## src/rtl/bcd_display_scanner.sv

```systemverilog
// Multiplexed 7-segment driver: snapshots a packed BCD word on load and scans
// its digits one at a time onto a common-segment display, with optional leading-zero blanking.
module bcd_display_scanner #(
  parameter int NUM_DIGITS     = 4,
  parameter int CLK_DIV        = 50000,
  parameter int SEG_ACTIVE_LOW = 1,
  parameter int AN_ACTIVE_LOW  = 1
) (
  input  logic                          clk,
  input  logic                          rst,
  input  logic [4*NUM_DIGITS-1:0]       digits_in,
  input  logic                          load,
  input  logic                          enable,
  input  logic                          blank_lz,
  output logic [6:0]                    seg,
  output logic [NUM_DIGITS-1:0]         an,
  output logic [$clog2(NUM_DIGITS)-1:0] digit_idx,
  output logic                          frame_done
);

  localparam int IDX_W = $clog2(NUM_DIGITS);
  localparam int PW    = $clog2(CLK_DIV);

  localparam logic [PW-1:0]         PRESC_MAX = PW'(CLK_DIV - 1);
  localparam logic [IDX_W-1:0]      IDX_MAX   = IDX_W'(NUM_DIGITS - 1);
  localparam logic [6:0]            SEG_OFF   = (SEG_ACTIVE_LOW != 0) ? 7'h7F : 7'h00;
  localparam logic [NUM_DIGITS-1:0] AN_OFF    = (AN_ACTIVE_LOW != 0) ? {NUM_DIGITS{1'b1}}
                                                                     : {NUM_DIGITS{1'b0}};

  logic [4*NUM_DIGITS-1:0] r_snap;
  logic [PW-1:0]           r_presc;
  logic [IDX_W-1:0]        r_idx;
  logic                    r_frame_done;
  logic [6:0]              r_seg_p1;
  logic [NUM_DIGITS-1:0]   r_an_p1;

  logic                    w_tick;
  logic [3:0]              w_nib;
  logic                    w_blank;
  logic [6:0]              w_seg_act;
  logic [NUM_DIGITS-1:0]   w_an_act;

  function automatic logic [6:0] seg_decode(input logic [3:0] nib);
    case (nib)
      4'd0:    seg_decode = 7'h3F;
      4'd1:    seg_decode = 7'h06;
      4'd2:    seg_decode = 7'h5B;
      4'd3:    seg_decode = 7'h4F;
      4'd4:    seg_decode = 7'h66;
      4'd5:    seg_decode = 7'h6D;
      4'd6:    seg_decode = 7'h7D;
      4'd7:    seg_decode = 7'h07;
      4'd8:    seg_decode = 7'h7F;
      4'd9:    seg_decode = 7'h6F;
      default: seg_decode = 7'h40;
    endcase
  endfunction

  // Digit idx is a leading zero when it and every more-significant nibble are zero;
  // digit 0 is never considered, so a zero value still shows "0".
  function automatic logic lz_blank(input logic [4*NUM_DIGITS-1:0] snap,
                                    input logic [IDX_W-1:0]        idx);
    logic zero_above;
    zero_above = 1'b1;
    lz_blank   = 1'b0;
    for (int k = NUM_DIGITS - 1; k >= 1; k--) begin
      zero_above = zero_above && (snap[4*k +: 4] == 4'd0);
      if (idx == IDX_W'(k)) lz_blank = zero_above;
    end
  endfunction

  assign w_tick = enable && (r_presc == PRESC_MAX);

  always_ff @(posedge clk or posedge rst) begin
    if (rst) begin
      r_snap <= '0;
    end else if (load) begin
      r_snap <= digits_in;
    end
  end

  always_ff @(posedge clk or posedge rst) begin
    if (rst) begin
      r_presc      <= '0;
      r_idx        <= '0;
      r_frame_done <= 1'b0;
    end else begin
      r_frame_done <= w_tick && (r_idx == IDX_MAX);
      if (enable) begin
        r_presc <= (r_presc == PRESC_MAX) ? '0 : r_presc + 1'b1;
      end
      if (w_tick) begin
        r_idx <= (r_idx == IDX_MAX) ? '0 : r_idx + 1'b1;
      end
    end
  end

  always_comb begin
    w_nib    = 4'd0;
    w_an_act = '0;
    for (int k = 0; k < NUM_DIGITS; k++) begin
      if (r_idx == IDX_W'(k)) begin
        w_nib       = r_snap[4*k +: 4];
        w_an_act[k] = enable;
      end
    end
  end

  assign w_blank   = blank_lz && lz_blank(r_snap, r_idx);
  assign w_seg_act = (!enable || w_blank) ? 7'h00 : seg_decode(w_nib);

  // Output stage: one register of lag, polarity applied on the way in.
  always_ff @(posedge clk or posedge rst) begin
    if (rst) begin
      r_seg_p1 <= SEG_OFF;
      r_an_p1  <= AN_OFF;
    end else begin
      r_seg_p1 <= (SEG_ACTIVE_LOW != 0) ? ~w_seg_act : w_seg_act;
      r_an_p1  <= (AN_ACTIVE_LOW != 0)  ? ~w_an_act  : w_an_act;
    end
  end

  assign seg        = r_seg_p1;
  assign an         = r_an_p1;
  assign digit_idx  = r_idx;
  assign frame_done = r_frame_done;

endmodule

```

## config.mk

```make
export PLATFORM = sky130hd
export DESIGN_NAME = bcd_display_scanner
export DESIGN_NICKNAME = d
export VERILOG_FILES = /design/src/rtl/bcd_display_scanner.sv
export SDC_FILE = /design/constraint.sdc
export NUM_CORES = 1
export LEC_CHECK = 0
export CAP_MARGIN = 15
export CORE_AREA = 4 4 72 74
export CTS_CLUSTER_DIAMETER = 50
export DETAILED_ROUTE_END_ITERATION = 10
export DIE_AREA = 0 0 76 78
export GPL_ROUTABILITY_DRIVEN = 0
export PLACE_DENSITY = 0.76
export SLEW_MARGIN = 0
export SYNTH_ARGS = -nofsm -noshare
export SYNTH_HDL_FRONTEND = slang
export SYNTH_SLANG_ARGS = --single-unit
```

## constraint.sdc

```tcl
create_clock -name clk -period 3 [get_ports clk]
set_clock_uncertainty 0.1 [all_clocks]
set_input_delay 0.3 -clock clk [delete_from_list [all_inputs] [get_ports clk]]
set_output_delay 0.3 -clock clk [all_outputs]
set_load 0.02 [all_outputs]
```

==> results of run 1 <==
Yosys cell counts, drive strengths merged (4+ instances only):
cell type and n:
nand3b 4, a211oi 4, ha 10, a21oi 5, buf 4, xnor2 5, dfrtp 35, xor2 5
dfstp 11, nor3b 4, mux2 16, clkbuf 4, o21ai 9, nand3 11, nand2 15, inv 14
nor4 7, nor2 11
sequential cells by signal, indices dropped and copies added, names as in the netlist:
| signal | cells |
|---|---|
| an | 4 |
| r_presc | 16 |
| digit_idx | 2 |
| frame_done | 1 |
| seg | 7 |
| r_snap | 16 |
per-stage QoR:
| stage | cells | hold slack, ps | setup WS (ps) |
|---|---|---|---|
| floorplan | 208 | 321 | 471 |
| global placement | 291 | 373 | 445 |
| detailed placement | 291 | 380 | 235 |
| CTS | 299 | 207 | 201 |
| global route | 299 | 233 | 198 |
| finish | 299 | 193 | 444 |
metal layers:
layer  global-route usage [%]  vias up  wire [um]
met5                        0        -          0
met4                     6.76        0         76
met3                     4.06        7        215
met2                     24.8       36       2070
met1                     21.6      806       2040
li1                         -      806          -
power groups by stage:
stage	logic, mW	registers (mW)	clock network, mW
floorplan	0.157	0.784	0
global placement	0.246	0.785	0
detailed placement	0.253	0.786	0
CTS	0.253	0.774	0.398
global route	0.283	0.786	0.426
finish	0.251	0.775	0.390
repair_timing:
action | 4_1_cts | 5_1_grt
endpoints found under the hold margin | 0 | 0
endpoints found under the setup margin | 0 | 3
resized for setup | 0 | 1
logic make-up after synthesis:
| kind of cell | Yosys count |
|---|---|
| multiplexers | 19 |
| adder cells (fa/ha/maj) | 10 |
| XOR/XNOR | 10 |
| AO/OA/AOI/OAI | 31 |
| flip-flops | 46 |
| AND/OR/NAND/NOR | 70 |
| buffers and inverters | 22 |
worst max path at each step:
stage / end / cells past startpoint / slack (ps) / start
after floorplan: seg[4] / 9 / 470 / digit_idx[1]
after global placement: seg[4] / 8 / 440 / digit_idx[1]
after detailed placement: seg[4] / 8 / 240 / digit_idx[1]
after CTS: seg[4] / 8 / 200 / digit_idx[1]
after global routing: seg[4] / 8 / 200 / digit_idx[1]
final: seg[4] / 8 / 440 / digit_idx[1]
layout make-up:
cell class	count	area [um2]
multi-input cells	140	1060
fillers	382	1800
clock buffers	7	86.3
clock inverters	1	5.00
repair buffers	37	363
inverters	14	52.6
well taps	54	67.6
flip-flops and latches	46	1160
==> run metrics, run 1 <==
outcome=finished clean; DP HPWL=3300 um; largest family of logic cells by synthesized area=simple AND/OR/NAND/NOR gates; biggest area contributors in the synthesized netlist=sky130_fd_sc_hd__dfrtp_1 38%, sky130_fd_sc_hd__dfstp_2 13%, sky130_fd_sc_hd__mux2_2 7.8%; library cell occupying the most area in the post-synthesis netlist=sky130_fd_sc_hd__dfrtp_1; WP data required=3120 ps; maximum fanout along the worst path=12; synthesized net count=239; clock insertion delay at the later pin of the skew report=300 ps; endpoint arrival time on the critical path=2670 ps; first-pass GRT wire length=7690 um; total CTS buffers=5; maximum clock frequency=0.391 GHz; slowest stage delay, CP=430 ps; final period utilization=85.2%; reg-to-reg slack, setup=440 ps; cell family with the largest share of critical-path delay=compound AO/OA/AOI/OAI gates; die height=78 um; maximum level of the CTS H-tree=2; Worst IR Drop VDD=0.210 mV; final setup violation count=0; post-synthesis sequential element count=46; initial antenna violation count=0; switching share of power=28.5%; share of the synthesized netlist area taken by xor and xnor gates=3.79%; final-stage net count=275; dominant register cell in the synthesized netlist=sky130_fd_sc_hd__dfrtp_1; average wire per cell in the routed design=14.7 um; Initial Utilization=50.3%; post-route standard cell area excluding fillers=2800 um2; leftover overflow at the end of global routing=0; switching power of the nets=0.404 mW; relative contribution of sequential cells to total power=54.7%; die area=5930 um2; count of unresolved DRC violations after routing=0; via density per instance=5.54; Setup TNS=0 ps; Design Power=1.42 mW; share of flip-flops with an asynchronous set or reset=100%; buffer type at the clock tree root=sky130_fd_sc_hd__clkbuf_8; count of pins over their slew limit=0; placed cell areas=2700 um2; fraction of layout instances using a drive strength above 1=17.6%; leakage dissipation=1.21 nW; setup fix buffers added after clock tree synthesis=0; count of pins on the block boundary=35; proportion of netlist area held by the largest area contributor=37.9%; synth warn=0; via total after detailed routing=1655; setup repair after global routing missed its margin=false; Internal=1.01 mW; post-synthesis share of cell area spent on and, or, nand and nor gates=18.3%; element type at the critical path start=register; mean area per synthesized cell=11.1 um2; Routed WL=4410 um; cell breakdown of the critical path=inv_1, ha_1, a211oi_1, a221oi_2, inv_1, ha_1, mux2_2, a22oi_1; multiplexer share of the synthesized area=9.10%; horizontal extent of the die=76 um; share of power burned in combinational logic=17.7%; capture point of the worst reg-to-reg path=seg[4]; number of flops mapped to enable cells by yosys=0; register area share after synthesis=50.4%; adder and majority gate portion of the synthesized area=5.41%; core occupancy in the finished layout=60.9%; combined buffer and inverter count along the critical path=2; power per cell area=506 nW/um2; Syn-to-layout area delta=21.1%; max-cap violation count=0; number of standard-cell rows in the floorplan=25; count of port buffers added during placement=34; time the final worst path needs with I/O delays and setup=2560 ps; number of antenna-violating nets in the routed design=0; number of buffers between clock root and the deepest sink=2; clock-pin slew on the worst setup and hold paths=80 ps; Diodes inserted=0; Post-Synthesis Cells=208; CP max-delay cell=sky130_fd_sc_hd__dfrtp_1; area inside the core boundary=4600 um2; most frequent standard cell in the layout excluding fill and tap cells=sky130_fd_sc_hd__dfrtp_1; global router's overall resource usage=16.1%; path depth of the worst reg2reg path=8; startpoint of the worst register-to-register path=digit_idx[1]; TritonCTS clock tree=built; largest net degree at the start of global routing=31; headroom to the max-slew limit=51.8%; violation count after the first detailed-route iteration=79; via count of the first global-routing pass=1574; commonest cells after routing, fill and taps aside=35 x sky130_fd_sc_hd__dfrtp_1, 34 x sky130_fd_sc_hd__clkdlybuf4s50_1, 16 x sky130_fd_sc_hd__mux2_2; complex-gate fraction of the synthesized area=8.99%; category of the worst setup path capture point=register; Worst Tran Pin Value=720 ps; cts hold-fix bufs=0; cell area after synthesis=2310 um2; Hold Vio Cnt, Final=0; clock network fraction of total power=27.6%; Synth cell types=42; Detailed Routing Iterations Pass 1=4; kind of critical path=reg2reg; clock sink total=46; Hold/Removal Path Class=in2async
Note: power is estimated with default switching activity, not from simulation.
==> run 2, diff against run 1 <==
Clock period 3 ns to 2.6 ns, I/O delays scaled along.
==> run 2 against run 1 <==
Net effect: final area is 0.31% higher; combinational power is 16% higher; count of clock-buffer cells in the layout stayed put; sequential cell count stayed put; routed wire length is 0.16% lower; register-to-register slack worse by 210 ps; critical path type unchanged.
==> run metrics, run 2 (synthesis results as in run 1) <==
final-stage net count=279; global router's overall resource usage=15.9%; relative contribution of sequential cells to total power=56.1%; startpoint of the worst register-to-register path=digit_idx[0]; filler-free cell count of the finished design=302; core occupancy in the finished layout=61.1%; die height=78 um; count of port buffers added during placement=34; via count of the first global-routing pass=1679; clock network fraction of total power=25.7%; setup fix buffers added after clock tree synthesis=0; most frequent standard cell in the layout excluding fill and tap cells=sky130_fd_sc_hd__dfrtp_1; Resized cells post-CTS=0; via total after detailed routing=1655; total CTS buffers=5; first-pass GRT wire length=7600 um; FF/Latch Area=1160 um2; average wire per cell in the routed design=14.6 um; capture point of the worst reg-to-reg path=seg[4]; commonest cells after routing, fill and taps aside=35 x sky130_fd_sc_hd__dfrtp_1, 34 x sky130_fd_sc_hd__clkdlybuf4s50_1, 16 x sky130_fd_sc_hd__mux2_2; Syn-to-layout area delta=21.5%; number of buffers between clock root and the deepest sink=2; category of the worst setup path capture point=register; horizontal extent of the die=76 um; FILL cells=394; Setup TNS=0 ps; number of antenna-violating nets in the routed design=0; time the final worst path needs with I/O delays and setup=2360 ps; WP data required=2720 ps; number of standard-cell rows in the floorplan=25; Design Power=1.60 mW; Diodes inserted=0; reg-to-reg slack, setup=240 ps; kind of critical path=reg2reg; number of cells after detailed placement=295; max-cap violation count=0; Routed WL=4400 um; leftover overflow at the end of global routing=0; element type at the critical path start=register; Internal=1.14 mW; clock sink total=46; count of unresolved DRC violations after routing=0; power per cell area=569 nW/um2; Worst IR Drop VDD=0.332 mV; maximum level of the CTS H-tree=2; switching power of the nets=0.455 mW; Hold/Removal Path Class=in2async; Initial Utilization=50.3%; buffer type at the clock tree root=sky130_fd_sc_hd__clkbuf_8; minimum setup slack after placement=262 ps; outcome=finished clean; violation count after the first detailed-route iteration=104; leakage dissipation=1.22 nW; count of pins on the block boundary=35; path depth of the worst reg2reg path=8; clock-pin slew on the worst setup and hold paths=80 ps; share of power burned in combinational logic=18.3%; Worst Tran Pin Value=869 ps; final period utilization=90.8%; final setup violation count=0; area inside the core boundary=4600 um2; Hold Vio Cnt, Final=0; maximum fanout along the worst path=11; initial antenna violation count=0; via density per instance=5.48; cts hold-fix bufs=0; maximum clock frequency=0.424 GHz; endpoint arrival time on the critical path=2480 ps; TritonCTS clock tree=built; DP HPWL=3360 um; least setup slack across all paths after layout=239 ps; footprint of the multi-input gates=1050 um2; switching share of power=28.5%; fraction of layout instances using a drive strength above 1=17.7%; Detailed Routing Iterations Pass 1=4; count of pins over their slew limit=0; headroom to the max-slew limit=41.7%; die area=5930 um2; largest net degree at the start of global routing=26; setup repair after global routing missed its margin=false; clock insertion delay at the later pin of the skew report=300 ps
-- run 2: changes by cell type in the layout (fill, tap and decap cells not counted) --
cell	delta
sky130_fd_sc_hd__buf_4	+4
sky130_fd_sc_hd__a221oi_2	-1
sky130_fd_sc_hd__clkbuf_1	+1
sky130_fd_sc_hd__clkbuf_8	-1
sky130_fd_sc_hd__clkinv_2	-1
sky130_fd_sc_hd__a221oi_1	+1
-- run 2: routing by layer --
metal	wire (um)	global-route usage, %	vias up
li1	-	-	815
met5	0	0	-
met4	78	6.58	0
met2	1980	24.7	30
met3	223	5.10	5
met1	2110	20.5	805
-- run 2: worst max path at each step --
stage / start / endpoint / slack [ps]
2_1_floorplan: digit_idx[1] / seg[4] / 70
3_3_place_gp: digit_idx[0] / seg[4] / 350
3_5_place_dp: digit_idx[0] / seg[4] / 260
4_1_cts: digit_idx[0] / seg[4] / 230
5_1_grt: digit_idx[0] / seg[4] / 80
6_report: digit_idx[0] / seg[4] / 240
-- run 2: power groups by stage --
stage | clock, mW | combinational (mW) | sequential, mW
final | 0.410 | 0.292 | 0.895
after global routing | 0.454 | 0.327 | 0.912
after CTS | 0.421 | 0.295 | 0.897
after detailed placement | 0 | 0.294 | 0.908
after global placement | 0 | 0.287 | 0.906
after floorplan | 0 | 0.181 | 0.904
-- run 2: critical path: stages (launching register included) --
cell and delay [ps]:
sky130_fd_sc_hd__dfrtp_1 430, sky130_fd_sc_hd__inv_1 110, sky130_fd_sc_hd__ha_1 360, sky130_fd_sc_hd__a211oi_1 90
sky130_fd_sc_hd__a221oi_1 340, sky130_fd_sc_hd__inv_1 180, sky130_fd_sc_hd__ha_1 240, sky130_fd_sc_hd__mux2_2 260
sky130_fd_sc_hd__a22oi_1 160
-- run 2: per-stage QoR --
stage / hold WS, ps / cell area, um2
detailed placement: 377 / 2730
floorplan: 281 / 2310
global route: 281 / 2810
CTS: 251 / 2810
finish: 233 / 2810
global placement: 374 / 2730
-- run 2: final cells by class --
| class | count | share of cell area, % |
|---|---|---|
| Timing Repair Buffer | 41 | 14.0 |
| Sequential cell | 46 | 41.5 |
| Inverter | 14 | 1.87 |
| Multi-Input combinational cell | 140 | 37.5 |
| Clock buffer | 7 | 2.72 |
| Tap cell | 54 | 2.41 |
==> run 3, diff against run 2 <==
Settings changed: CTS_CLUSTER_SIZE set to 25.
==> results of run 3 <==
No change in the layout: final DEF, timing and power equal those of run 2.
